--- config.mk ---
export PLATFORM = sky130hd
export DESIGN_NAME = tetris_sequencer
export DESIGN_NICKNAME = d
export VERILOG_FILES = /design/src/rtl/tetris_pkg.sv /design/src/rtl/gravity_timer.sv /design/src/rtl/tetris_sequencer.sv
export SDC_FILE = /design/constraint.sdc
export NUM_CORES = 1
export LEC_CHECK = 0
export CAP_MARGIN = 20
export CORE_MARGIN = 1.5
export CORE_UTILIZATION = 35
export DETAILED_ROUTE_END_ITERATION = 8
export HOLD_SLACK_MARGIN = 0.02
export MAX_ROUTING_LAYER = met4
export SLEW_MARGIN = 20
export SYNTH_ARGS = -nofsm -noshare
export SYNTH_HDL_FRONTEND = slang
export SYNTH_SLANG_ARGS = --single-unit
--- constraint.sdc ---
create_clock -name clk -period 2 [get_ports clk]
set_input_delay 0.5 -clock clk [delete_from_list [all_inputs] [get_ports clk]]
set_output_delay 0.5 -clock clk [all_outputs]
set_load 0.02 [all_outputs]
--- src/rtl/tetris_pkg.sv ---
// rtl/tetris_pkg.sv - row op codes, sequencer state enum and shared defaults
package tetris_pkg;

  localparam int ROWS_DEFAULT = 20;

  localparam logic [2:0] CODE_CHECK = 3'b000;
  localparam logic [2:0] CODE_MOVE  = 3'b001;
  localparam logic [2:0] CODE_WRITE = 3'b010;
  localparam logic [2:0] CODE_SHIFT = 3'b011;
  localparam logic [2:0] CODE_ADD   = 3'b100;
  localparam logic [2:0] CODE_HOLD  = 3'b111;

  typedef enum logic [3:0] {
    ST_IDLE      = 4'd0,
    ST_SPAWN     = 4'd1,
    ST_SPAWN_CHK = 4'd2,
    ST_WAIT      = 4'd3,
    ST_MOVE      = 4'd4,
    ST_MOVE_CHK  = 4'd5,
    ST_WRITE     = 4'd6,
    ST_CHECK     = 4'd7,
    ST_SCAN      = 4'd8,
    ST_SHIFT     = 4'd9,
    ST_OVER      = 4'd10
  } seq_state_t;

  // Row op code broadcast while the sequencer sits in a given state.
  function automatic logic [2:0] code_of(input seq_state_t s);
    case (s)
      ST_SPAWN: code_of = CODE_ADD;
      ST_MOVE:  code_of = CODE_MOVE;
      ST_WRITE: code_of = CODE_WRITE;
      ST_CHECK: code_of = CODE_CHECK;
      ST_SHIFT: code_of = CODE_SHIFT;
      default:  code_of = CODE_HOLD;
    endcase
  endfunction

endpackage

--- src/rtl/gravity_timer.sv ---
// rtl/gravity_timer.sv - gravity pacing counter; SOFT_DROP_EN shortens the period while fast=1
module gravity_timer #(
  parameter int DROP_DIV = 25000000
) (
  input  logic clk,
  input  logic reset,
  input  logic clr,
  input  logic en,
  input  logic fast,
  output logic tick
);

  localparam int CW = (DROP_DIV > 1) ? $clog2(DROP_DIV) : 1;
  localparam logic [CW-1:0] TERM_SLOW = CW'(DROP_DIV - 1);

  logic [CW-1:0] cnt;
  logic [CW-1:0] term;

`ifdef SOFT_DROP_EN
  localparam logic [CW-1:0] TERM_FAST = CW'(DROP_DIV / 8 - 1);
  assign term = fast ? TERM_FAST : TERM_SLOW;
`else
  logic unused_fast;
  assign unused_fast = fast;
  assign term = TERM_SLOW;
`endif

  // >= rather than == so a soft drop pressed late in the period fires at once.
  assign tick = en && (cnt >= term);

  always_ff @(posedge clk or negedge reset) begin
    if (!reset) begin
      cnt <= '0;
    end else if (clr || tick) begin
      cnt <= '0;
    end else if (en) begin
      cnt <= cnt + CW'(1);
    end
  end

endmodule

--- src/rtl/tetris_sequencer.sv ---
// rtl/tetris_sequencer.sv - game-flow controller broadcasting row op codes; optional SOFT_DROP_EN
module tetris_sequencer
  import tetris_pkg::*;
#(
  parameter int ROWS     = ROWS_DEFAULT,
  parameter int DROP_DIV = 25000000,
  parameter int LINES_W  = 10
) (
  input  logic                    clk,
  input  logic                    reset,
  input  logic                    start,
  input  logic                    stop_any,
  input  logic                    endgame_any,
  input  logic [ROWS-1:0]         full_rows,
  input  logic                    drop_btn,
  output logic [2:0]              state,
  output logic [$clog2(ROWS)-1:0] clear_row_idx,
  output logic                    game_over,
  output logic [LINES_W-1:0]      lines
);

  localparam int IW = $clog2(ROWS);

  seq_state_t     fsm;
  seq_state_t     fsm_nxt;
  logic           t_clr;
  logic           t_en;
  logic           t_tick;
  logic [IW-1:0]  low_idx;

  gravity_timer #(
    .DROP_DIV (DROP_DIV)
  ) u_gravity (
    .clk   (clk),
    .reset (reset),
    .clr   (t_clr),
    .en    (t_en),
    .fast  (drop_btn),
    .tick  (t_tick)
  );

  assign t_en = (fsm == ST_WAIT);

  // Descending scan so the last hit is the lowest full row.
  always_comb begin
    low_idx = '0;
    for (int i = ROWS - 1; i >= 0; i--) begin
      if (full_rows[i]) low_idx = IW'(i);
    end
  end

  always_comb begin
    fsm_nxt = fsm;
    t_clr   = 1'b0;
    case (fsm)
      ST_IDLE:      if (start) fsm_nxt = ST_SPAWN;
      ST_SPAWN:     fsm_nxt = ST_SPAWN_CHK;
      ST_SPAWN_CHK: begin
        if (endgame_any) begin
          fsm_nxt = ST_OVER;
        end else begin
          t_clr   = 1'b1;
          fsm_nxt = ST_WAIT;
        end
      end
      ST_WAIT:      if (t_tick) fsm_nxt = ST_MOVE;
      ST_MOVE:      fsm_nxt = ST_MOVE_CHK;
      ST_MOVE_CHK: begin
        if (stop_any) begin
          fsm_nxt = ST_WRITE;
        end else begin
          t_clr   = 1'b1;
          fsm_nxt = ST_WAIT;
        end
      end
      ST_WRITE:     fsm_nxt = ST_CHECK;
      ST_CHECK:     fsm_nxt = ST_SCAN;
      ST_SCAN:      fsm_nxt = (full_rows == '0) ? ST_SPAWN : ST_SHIFT;
      ST_SHIFT:     fsm_nxt = ST_SCAN;
      ST_OVER:      fsm_nxt = ST_OVER;
      default:      fsm_nxt = ST_IDLE;
    endcase
  end

  // The broadcast code is registered from the next state so it lines up with fsm.
  always_ff @(posedge clk or negedge reset) begin
    if (!reset) begin
      fsm           <= ST_IDLE;
      state         <= CODE_HOLD;
      clear_row_idx <= '0;
      game_over     <= 1'b0;
      lines         <= '0;
    end else begin
      fsm   <= fsm_nxt;
      state <= code_of(fsm_nxt);
      if (fsm == ST_SCAN && full_rows != '0) begin
        clear_row_idx <= low_idx;
        if (lines != '1) lines <= lines + LINES_W'(1);
      end
      if (fsm_nxt == ST_OVER) game_over <= 1'b1;
    end
  end

endmodule

Yosys cells after proc, flatten, opt, wreduce, memory -nomap -nowiden. Index checks and enable logic that the tools add are counted.

Input port bits: 26. Flip-flop bits (word level): 48. Logic and storage cells: 67.

$lt $le $gt $ge: 1. Equality and inequality tests: 17. Mux-type cells: 32. Reductions and logical operators: 9. Add/sub/neg operators: 2.

Operators with widths (number): 2-to-1 mux 5 bit (20); 2-to-1 mux 25 bit (2); one-hot mux 4 bit (10 select lines) (1); equality test 4 x 3 -> 1 bit, second input constant (7); adder 25 x 1 -> 25 bit, second input constant (1); >= comparator 25 bit, second input constant (1); equality test 4 bit, second input constant (5); zero test 20 bit (1); nonzero test 20 bit (1); 2-to-1 mux 4 bit (4); one-hot mux 3 bit (5 select lines) (1); adder 10 x 1 -> 10 bit, second input constant (1); != test 10 bit, second input constant (1); equality test 4 x 1 -> 1 bit, second input constant (2); equality test 4 x 2 -> 1 bit, second input constant (2); zero test 4 bit (1); 2-to-1 mux 3 bit (1); logical AND 1 bit (2); 2-to-1 mux 1 bit (2); one-hot mux 1 bit (2 select lines) (1); AND reduction 2 bit (1); nonzero test 2 bit (1); OR reduction 2 bit (1); logical OR 1 bit (1).

Depth between registers and ports, before layout. Gate-level depths: netlist of run 1.

Depth after elaboration: 20. Mapped depth: 7. Depth with buffers taken out: 6.

Cells and area by module. A second synthesis of run 1 with hierarchy kept.

Cells, all modules: 289. Area, all modules: 2698.8 µm².

By module, submodules not included: gravity_timer (area an instance 1386.3 µm², cells each 151, times used 1); tetris_sequencer (area an instance 1312.5 µm², cells each 138, times used 1).

Worst setup path after synthesis of run 1. No wires, ideal clock.

Kind: input -> register. From: input port full_rows[6]. To: register lines[1]. Arrival: 1.829 ns. Required time: 1.875 ns. Stages on the path: 5. Setup time: 0.125 ns. Slack: 0.046 ns. Cells stage by stage: nor4_1 -> nand4_1 -> o21a_1 -> o21ai_0 -> mux2_2.

Longest elaborated chain between the ends: 3.

Ends and longest elaborated chain: from (decl) (RTL line tetris_sequencer.sv:14) `input logic [ROWS-1:0] full_rows,`; nonzero test 20 bit (RTL line tetris_sequencer.sv:96) `if (fsm == ST_SCAN && full_rows != '0) begin`; logical AND 1 bit (RTL line tetris_sequencer.sv:96); AND reduction 2 bit (no source line); to (signal assigned) (RTL line tetris_sequencer.sv:98) `if (lines != '1) lines <= lines + LINES_W'(1);`; to (decl) (RTL line tetris_sequencer.sv:19) `output logic [LINES_W-1:0] lines`.

Every way passes these cells. A chain may end at the register's enable or synchronous reset.

Worst setup path after layout of run 1.
From: register state[2]. To: output port state[2].

RTL lines: from (decl) (RTL line tetris_sequencer.sv:16) `output logic [2:0] state,`; from (signal assigned) (RTL line tetris_sequencer.sv:95) `state <= code_of(fsm_nxt);`.

No word-level cell between the ends.

==> results of run 1 <==
## sequential cells by signal, indices dropped and copies added, names as in the netlist
name and flops:
clear_row_idx 5, fsm 4, game_over 1, lines 10, state 3, u_gravity.cnt 25
## layout make-up
type | count | area [µm²]
Inverter | 8 | 30.03
Multi-Input combinational cell | 239 | 1745
Tap cell | 105 | 131.4
Fill cell | 740 | 4019
Clock inverter | 2 | 38.79
Clock buffer | 6 | 82.58
Sequential cell | 48 | 1209
Timing Repair Buffer | 98 | 919.6
## Yosys cell counts, types with 5 or more instances
library cell  number  share of area
dfrtp_1           45           0.38
nand2_1           24          0.031
xnor2_1           22          0.066
nor2_1            19          0.024
a211oi_1          17          0.043
nor3_1            14          0.024
a21oi_1           13          0.022
nor4_1            13          0.028
o21ai_0           12          0.020
clkbuf_1          11          0.014
nand3_1           11          0.019
nand4_1           11          0.023
xor2_1             9          0.027
inv_1              8          0.010
nand2b_1           8          0.017
a211oi_2           7          0.030
buf_2              5         0.0085
## per-stage QoR
stage | setup WS, ps | TNS (ps)
final | 51.88 | 0
after global routing | -3.529 | -6.273
after detailed placement | -438.0 | -11070
after CTS | 0.6242 | 0
after floorplan | 45.85 | 0
after global placement | -368.9 | -9789
## layer usage
layer	vias to the layer above	global-route usage	wire, µm
met1	1309	0.2620	3612
met4	0	0.04229	80
li1	1343	-	-
met2	39	0.2726	3501
met5	-	-	0
met3	6	0.02013	187
## report_power, final
group,switching [W],internal [W],total (W)
Sequential,0.000179,0.00115,0.00133
Combinational,0.000909,0.000771,0.00168
Clock,0.000329,0.000409,0.000738
## what timing repair did
item                       CTS  global route
pin swaps                    4             8
resized for setup           10            28
setup endpoints to repair   15            27
setup buffers                1             1
## cell families (layout without fill, tap and decap cells)
logic type	Yosys count	count (layout)	share of synthesized area
adder cells (fa/ha/maj)	2	2	0.008506
flip-flops	48	48	0.4096
AND/OR/NAND/NOR	133	133	0.2739
AO/OA/AOI/OAI	72	72	0.1752
multiplexers	1	1	0.003828
buffers and inverters	25	114	0.03658
XOR/XNOR	31	31	0.09230
## path summary, 6_finish.rpt
path / cells after the start / endpoint
min in group clk: 2 / clear_row_idx[2]
worst max-delay path: 1 / state[2]
worst max register to register: 5 / u_gravity.cnt[16]
max in group asynchronous: 2 / state[2]
worst min register to register: 2 / clear_row_idx[2]
worst min-delay path: 1 / u_gravity.cnt[4]
==> results.md, run 1 <==
* Initial antenna violation count at 0
* Port bufs at 43
* Peak VDD IR at 0.3673 mV
* Syn avg cell area at 9.428 µm²
* P&R area growth vs syn at 41.30%
* Number of synthesized flops with an enable pin at 0
* CP max FO at 1
* Via count at 2697
* Worst min path class: primary input to asynchronous set/reset pin
* Worst Path Buf+Inv at 1
* CP Capture Type: output pin
* Routed Antenna Nets at 0
* Crit path DAT at 1450 ps
* Unrepaired setup endpoints after global routing: true
* Final Critical Period at 1948 ps
* Die Area at 0.008963 mm²
* Worst Setup Start Kind: register
* Wire length per cell at 14.59 µm
* Fin cells at 506
* Worst-path clk slew at 90 ps
* Placed cell count at 496
* Num CTS Buffers at 5
* R2R Path Start: u_gravity.cnt[11]
* Sequential element share of the synthesized area at 0.4096
* Unique masters post-synth at 53
* Final hold vios at 0
* WHS at 144.0 ps
* Die X at 94.68 µm
* Syn_nets at 340
* CTS tree: yes
* Core Area at 0.008175 mm²
* Number of remaining DRC errors at 0
* Most frequent cells in the layout: buf_4, dfrtp_1, clkdlybuf4s50_1, nand2_1, xnor2_1
* Synthesized netlist cell count at 312
* Nets at 428
* Drt via density at 5.330
* Pin count of the biggest net entering global routing at 30
* Crit path required time at 1500 ps
* Pwr/cell area at 901.6 mW/mm²
* Die H at 94.68 µm
* Later-pin clock latency in the skew report at 300 ps
* Most common cell after layout, fill and taps aside: buf_4
* Row count at 33
* Mapped Area at 0.002942 mm²
* Max-cap violations at 0
* Max clock buf depth at 2
* Post-synth ARST share at 1.000
* Period utilisation layout at 0.9741
* Crit path from: state[2]
* Setup Skew at 7.808 ps
* CTS Root Cell: clkbuf_8
* Initial Util at 0.3598
* Total of warnings raised by yosys at 0
* Grt total ovfl at 0
* Final Util at 0.5084
* Finish-stage setup viols at 0
* Slowest-stage cell, CP: clkdlybuf4s50_1
* Pins Over Slew Limit at 0
* Hold buffers post-CTS at 0
* Final Total Pwr at 0.003748 W
* GP Congestion at 0.8367
* First-pass iteration count of the detailed router at 4
* DR iter-0 viols at 116
* CTS sink count at 48
* F_max at 513.3 MHz
* CP top delay family: buffers and inverters
* Status: completed
* HPWL Detailed at 5.327 mm
* Post-synthesis register bit count at 48
* Share of layout cells above drive strength 1 at 0.2718
* Max stage delay on crit path at 630 ps
* Reg-to-reg slack, setup at 90 ps
* Design Area, Final at 0.004156 mm²
* Leak at 1.719 nW
* Io pins at 45
* Worst-Margin Slew at 491.7 ps
* CP Cell Sequence: clkdlybuf4s50_1
* First-pass GRT wire length at 12.71 mm
* Worst Path Class, Setup: register to output pin
* H-tree lvl count at 2
* Global Route Usage Sum at 0.1818
* Vias in the first global route at 2616
* Primary FF master, synth: dfrtp_1
* Routed WL at 7.382 mm
* Worst slew margin at 0.6710
* ANT cells at 0
* Placement Cell Area at 0.003881 mm²
Power figures use the tool's default switching activity.
==> run 2: changes to the inputs <==
CAP_MARGIN = 25   (was 20)
clock period = 1.8 ns   (was 2 ns; I/O delays follow)
==> run 2 against run 1 <==
Net effect:
- power rose by 22%
- flip-flop and latch count did not move
- the flow now finishes with violations (negative setup slack)
- first-iteration DRC count rose by 59%
- combinational power rose by 30%
- die area did not move
- cell count rose by 4.7%
- worst hold slack got worse by 44 ps
- non-clock buffer count rose by 24
- critical endpoint is now u_gravity.cnt[17]
- critical path depth rose by 5
- register-to-register slack got worse by 110 ps
- largest power group unchanged
==> results.md, run 2 (same netlist as run 1, synthesis figures left out) <==
* Number of remaining DRC errors at 0 (unchanged)
* Port bufs at 43 (unchanged)
* Via count at 2876 (+6.6%)
* Slowest-stage cell, CP: or4_4
* CTS sink count at 48 (unchanged)
* Share of layout cells above drive strength 1 at 0.3976 (+0.1258)
* GP Congestion at 0.8145 (-2.7%)
* Global Route Usage Sum at 0.1882 (+0.006353)
* Crit path required time at 1980 ps (+480 ps)
* Wire length per cell at 15.50 µm (+6.2%)
* Drt via density at 5.426 (+1.8%)
* Core Area at 0.008175 mm² (unchanged)
* H-tree lvl count at 2 (unchanged)
* Vias in the first global route at 2740 (+4.7%)
* CTS tree: yes
* Initial antenna violation count at 0 (unchanged)
* HPWL Detailed at 5.423 mm (+1.8%)
* Worst Setup Start Kind: register
* Worst-path clk slew at 100 ps (about the same)
* Num CTS Buffers at 5 (unchanged)
* Sequential Area at 0.001214 mm² (+0.41%)
* Most common cell after layout, fill and taps aside: buf_4
* Hold buffers post-CTS at 0 (unchanged)
* Worst min path class: primary input to asynchronous set/reset pin
* Worst-Margin Slew at 389.8 ps (-102.0 ps)
* Most frequent cells in the layout: buf_4, dfrtp_1, nand2_1, dlygate4sd2_1, xnor2_1
* Pin count of the biggest net entering global routing at 49 (+63%)
* Worst setup margin at -23.71 ps (-75.60 ps)
* Final Total Pwr at 0.004587 W (+22%)
* Row count at 33 (unchanged)
* Crit. path cell count at 6 (+5)
* Period utilisation layout at 1.013
* Crit path DAT at 2000 ps (+550 ps)
* Die H at 94.68 µm (unchanged)
* Max clock buf depth at 2 (unchanged)
* Final Critical Period at 1824 ps
* Initial Util at 0.3598 (unchanged)
* CTS Root Cell: clkbuf_8
* Max stage delay on crit path at 630 ps (about the same)
* Biggest regs: u_gravity.cnt: 25 flops, lines: 10 flops, clear_row_idx: 5 flops
* CP Cell Sequence: nand3_2 > or4_4 > nor3_4 > buf_6 > xnor2_2 > a211oi_2
* Worst Path Buf+Inv at 1 (unchanged)
* WHS at 100.0 ps (-43.96 ps)
* Die X at 94.68 µm (unchanged)
* P&R area growth vs syn at 54.61%
* Unrepaired setup endpoints after global routing: true
* CP max FO at 6 (+5)
* Fillers at 719 (-2.8%)
* Leak at 1.919 nW (+12%)
* Worst Path Class, Setup: register to register
* Max-cap violations at 0 (unchanged)
* DR iter-0 viols at 184 (+59%)
* Nets at 452 (+5.6%)
* Io pins at 45 (unchanged)
* Biggest register: u_gravity.cnt
* Routed Antenna Nets at 0 (unchanged)
* Pwr/cell area at 1009 mW/mm² (+12%)
* F_max at 548.3 MHz
* Pins Over Slew Limit at 0 (unchanged)
* Failing checks: negative setup slack
* First-pass iteration count of the detailed router at 6 (+2)
* Peak VDD IR at 0.4489 mV (+22%)
* Die Area at 0.008963 mm² (unchanged)
* ANT cells at 0 (unchanged)
* Area of the multi-input gates at 0.001983 mm² (+14%)
* First-pass GRT wire length at 12.98 mm (+2.1%)
* Routed WL at 8.214 mm (+11%)
* Later-pin clock latency in the skew report at 310 ps (about the same)
* Number of flip-flops under the largest register name at 25 (unchanged)
* Worst slew margin at 0.7360 (+0.06507)
* Grt total ovfl at 0 (unchanged)
* FF-to-FF path depth at 6 (+1)
* Status: complete, but fails checks
* Setup Skew at 12.22 ps (+4.408 ps)
* CP Capture Type: register
* Finish-stage setup viols at 2 (+2)
* Final hold vios at 0 (unchanged)
* CP top delay family: simple AND/OR/NAND/NOR gates
## run 2: changes by cell type in the layout (fill, tap and decap cells not counted), sizes merged
cell,before,now
dlygate4sd2,3,22
dlymetal6s2s,11,3
clkbuf,6,7
clkinv,1,0
buf,56,80
inv,8,9
clkdlybuf4s15,0,4
clkdlybuf4s50,28,11
bufinv,1,2
## run 2: power by group
part / leakage [nW] / total (W) / switching [W] / internal [W]
combinational: 1.23 / 0.00218 / 0.00119 / 0.000993
clock: 0.0687 / 0.000952 / 0.000393 / 0.000559
sequential: 0.620 / 0.00145 / 0.000177 / 0.00128
total: 1.92 / 0.00459 / 0.00176 / 0.00283
## run 2: timing repair
item / CTS / global route
cloned: 1 / 1
endpoints found under the setup margin: 54 / 39
endpoints found under the hold margin: 0 / 0
resized for setup: 46 / 64
buffers inserted: 2 / 11
pin swaps: 9 / 21
## run 2: through the flow
stage               setup slack, ps  std cells  setup TNS (ps)  cell area (µm²)    util
finish                       -23.71        530          -36.12             4548  0.5563
global route                 -171.4        530           -2167             4548  0.5563
CTS                          -1.914        518          -1.914             4232  0.5176
detailed placement           -551.9        507          -15510             3990  0.4881
global placement             -518.2        507          -15120             3990  0.4881
floorplan                     7.745        312               0             2993       -
## run 2: worst paths after layout
| check | startpoint | to | slack [ps] |
|---|---|---|---|
| worst max-delay path | u_gravity.cnt[7] | u_gravity.cnt[17] | -20 |
| worst min-delay path | reset | u_gravity.cnt[4] | 100 |
| worst max register to register | u_gravity.cnt[7] | u_gravity.cnt[17] | -20 |
| worst min register to register | game_over | game_over | 480 |
| max in group asynchronous | reset | state[2] | 1400 |
| min in group clk | full_rows[0] | clear_row_idx[0] | 480 |
## run 2: cell type report
cell class	instances	share of cell area
Clock inverter	3	0.01513
Inverter	8	0.006602
Timing Repair Buffer	122	0.2314
Tap cell	105	0.02889
Sequential cell	48	0.2668
Multi-Input combinational cell	239	0.4360
Clock buffer	5	0.01513
## run 2: per-layer routing
layer,up-vias,GRT usage,routed length [µm]
li1,1385,-,-
met1,1410,0.2583,3731
met2,73,0.2851,3984
met3,8,0.02818,398
met4,0,0.05846,99
met5,-,-,0
==> run 3: changes to the inputs <==
RECOVER_POWER = 100   (was not set)
clock period = 1.7 ns   (was 1.8 ns; I/O delays follow)
==> run 3 against run 2 <==
Net effect:
- clock skew is 3.8 ps lower
- sequential power rose by 7%
- worst hold slack improved by 340 ps
- clock power fell by 9.8%
- the flow still finishes with violations (negative setup slack)
- die area stayed put
- power up 0.42%
- largest cell class unchanged
- maximum frequency shrank 0.25%
- critical path type unchanged
- core utilization up 0.35 points
==> results.md, run 3 (same netlist as run 1, synthesis figures left out) <==
* Pins Over Slew Limit at 0 (unchanged)
* Final Critical Period at 1828 ps (+4.589 ps)
* Failing checks: negative setup slack
* ANT cells at 0 (unchanged)
* Pin count of the biggest net entering global routing at 49 (unchanged)
* Die X at 94.68 µm (unchanged)
* Row count at 33 (unchanged)
* Unrepaired setup endpoints after global routing: true
* Final Total Pwr at 0.004607 W (+0.42%)
* Port bufs at 43 (unchanged)
* Worst setup margin at -128.3 ps (-104.6 ps)
* CTS sink count at 48 (unchanged)
* Design Area, Final at 0.004577 mm² (+0.63%)
* Max stage delay on crit path at 660 ps (+30 ps)
* Setup TNS at -1712 ps (-1676 ps)
* Biggest register: u_gravity.cnt
* Number of flip-flops under the largest register name at 25 (unchanged)
* Die Area at 0.008963 mm² (unchanged)
* P&R area growth vs syn at 55.59%
* HPWL Detailed at 5.863 mm (+8.1%)
* Worst Path Buf+Inv at 1 (unchanged)
* Routed Antenna Nets at 0 (unchanged)
* Worst slew margin at 0.1785 (-0.5576)
* Grt total ovfl at 0 (unchanged)
* Drt via density at 5.277 (-2.8%)
* Io pins at 45 (unchanged)
* Via count at 2881 (+0.17%)
* Hold buffers post-CTS at 0 (unchanged)
* H-tree lvl count at 2 (unchanged)
* Later-pin clock latency in the skew report at 310 ps (about the same)
* First-pass iteration count of the detailed router at 4 (-2)
* Core Area at 0.008175 mm² (unchanged)
* Finish-stage setup viols at 25 (+23)
* Num CTS Buffers at 5 (unchanged)
* CP Cell Sequence: nand4_1 > or4_4 > buf_6 > nor3_4 > xnor2_2 > a211oi_2
* Worst Setup Start Kind: register
* Wire length per cell at 15.32 µm (-1.2%)
* CP Capture Type: register
* Max clock buf depth at 2 (unchanged)
* Number of remaining DRC errors at 0 (unchanged)
* Most common cell after layout, fill and taps aside: buf_4
* CP top delay family: simple AND/OR/NAND/NOR gates
* Initial antenna violation count at 0 (unchanged)
* Met3 Usage GRT at 0.02496 (-0.003221)
* Initial Util at 0.3598 (unchanged)
* Most frequent cells in the layout: buf_4, dfrtp_1, nand2_1, dlygate4sd2_1, xnor2_1
* FF-to-FF path depth at 6 (unchanged)
* Nets at 468 (+3.5%)
* Period utilisation layout at 1.075 (+0.06230)
* CTS Root Cell: clkbuf_8
* Vias in the first global route at 2825 (+3.1%)
* Share of layout cells above drive strength 1 at 0.3923 (-0.005357)
* Routed WL at 8.363 mm (+1.8%)
* GRT met1 Usage at 0.2814 (+0.02310)
* Placement Cell Area at 0.004158 mm² (+4.2%)
* GR Util met2 at 0.3077 (+0.02262)
* CTS tree: yes
* Crit path required time at 1890 ps (-90 ps)
* F_max at 547.0 MHz (-0.25%)
* Die H at 94.68 µm (unchanged)
* WHS at 442.3 ps (+342.3 ps)
* Crit. path cell count at 6 (unchanged)
* Worst Path Class, Setup: register to register
* Pwr/cell area at 1007 mW/mm² (-0.21%)
* Global Route Usage Sum at 0.2025 (+0.01439)
* Slowest-stage cell, CP: or4_4
* Biggest regs: u_gravity.cnt: 25 flops, lines: 10 flops, clear_row_idx: 5 flops
* CP max FO at 6 (unchanged)
* Grt peak-use layer: met2
* Worst min path class: primary input to asynchronous set/reset pin
* GP Congestion at 0.8117 (-0.34%)
* Setup Skew at 8.368 ps (-3.848 ps)
* Crit path DAT at 2020 ps (+20 ps)
* Status: complete, but fails checks
* Worst-path clk slew at 100 ps (about the same)
* Leak at 1.963 nW (+2.3%)
* Max-cap violations at 0 (unchanged)
* DR iter-0 viols at 146 (-21%)
* Worst-Margin Slew at 1232 ps (+842.5 ps)
* Final hold vios at 0 (unchanged)
* Peak VDD IR at 0.5765 mV (+28%)
* First-pass GRT wire length at 13.93 mm (+7.3%)
[run 3: path summary, 6_finish.rpt]
check	slack (ps)	from	endpoint
setup / recovery	-130	u_gravity.cnt[10]	u_gravity.cnt[20]
hold / removal	440	reset	u_gravity.cnt[14]
setup reg to reg	-130	u_gravity.cnt[10]	u_gravity.cnt[20]
hold reg to reg	470	game_over	game_over
max in group asynchronous	430	reset	fsm[3]
min in group clk	470	game_over	game_over
[run 3: final cells by class]
type / count / area [µm²]
multi-input combinational: 239 / 1988
tap: 105 / 131.4
inverter: 8 / 30.03
fill: 732 / 3598
timing repair buffer: 138 / 1106
sequential: 48 / 1206
clock inverter: 3 / 46.29
clock buffer: 5 / 68.82
[run 3: report_power, final]
group,total (W),internal [W],switching (W)
Sequential,0.00155,0.00135,0.000206
Combinational,0.00219,0.000942,0.00125
Clock,0.000859,0.000443,0.000415
[run 3: metal layers]
layer | wire length, µm | vias up
met5 | 0 | -
met4 | 135 | 0
met3 | 175 | 10
met2 | 4062 | 46
met1 | 3990 | 1411
li1 | - | 1414
[run 3: stage by stage]
step / setup slack [ps] / util / instances
after global routing: -186.5 / 0.5598 / 546
after global placement: -463.8 / 0.5086 / 525
after detailed placement: -526.1 / 0.5086 / 525
final: -128.3 / 0.5598 / 546
after CTS: -113.7 / 0.5478 / 540
after floorplan: -31.61 / - / 312
[run 3: timing repair]
item                       4_1_cts  5_1_grt
gates resized for setup         69       51
setup buffers                    7        6
setup endpoints to repair       59       46
pin swaps                       11       11
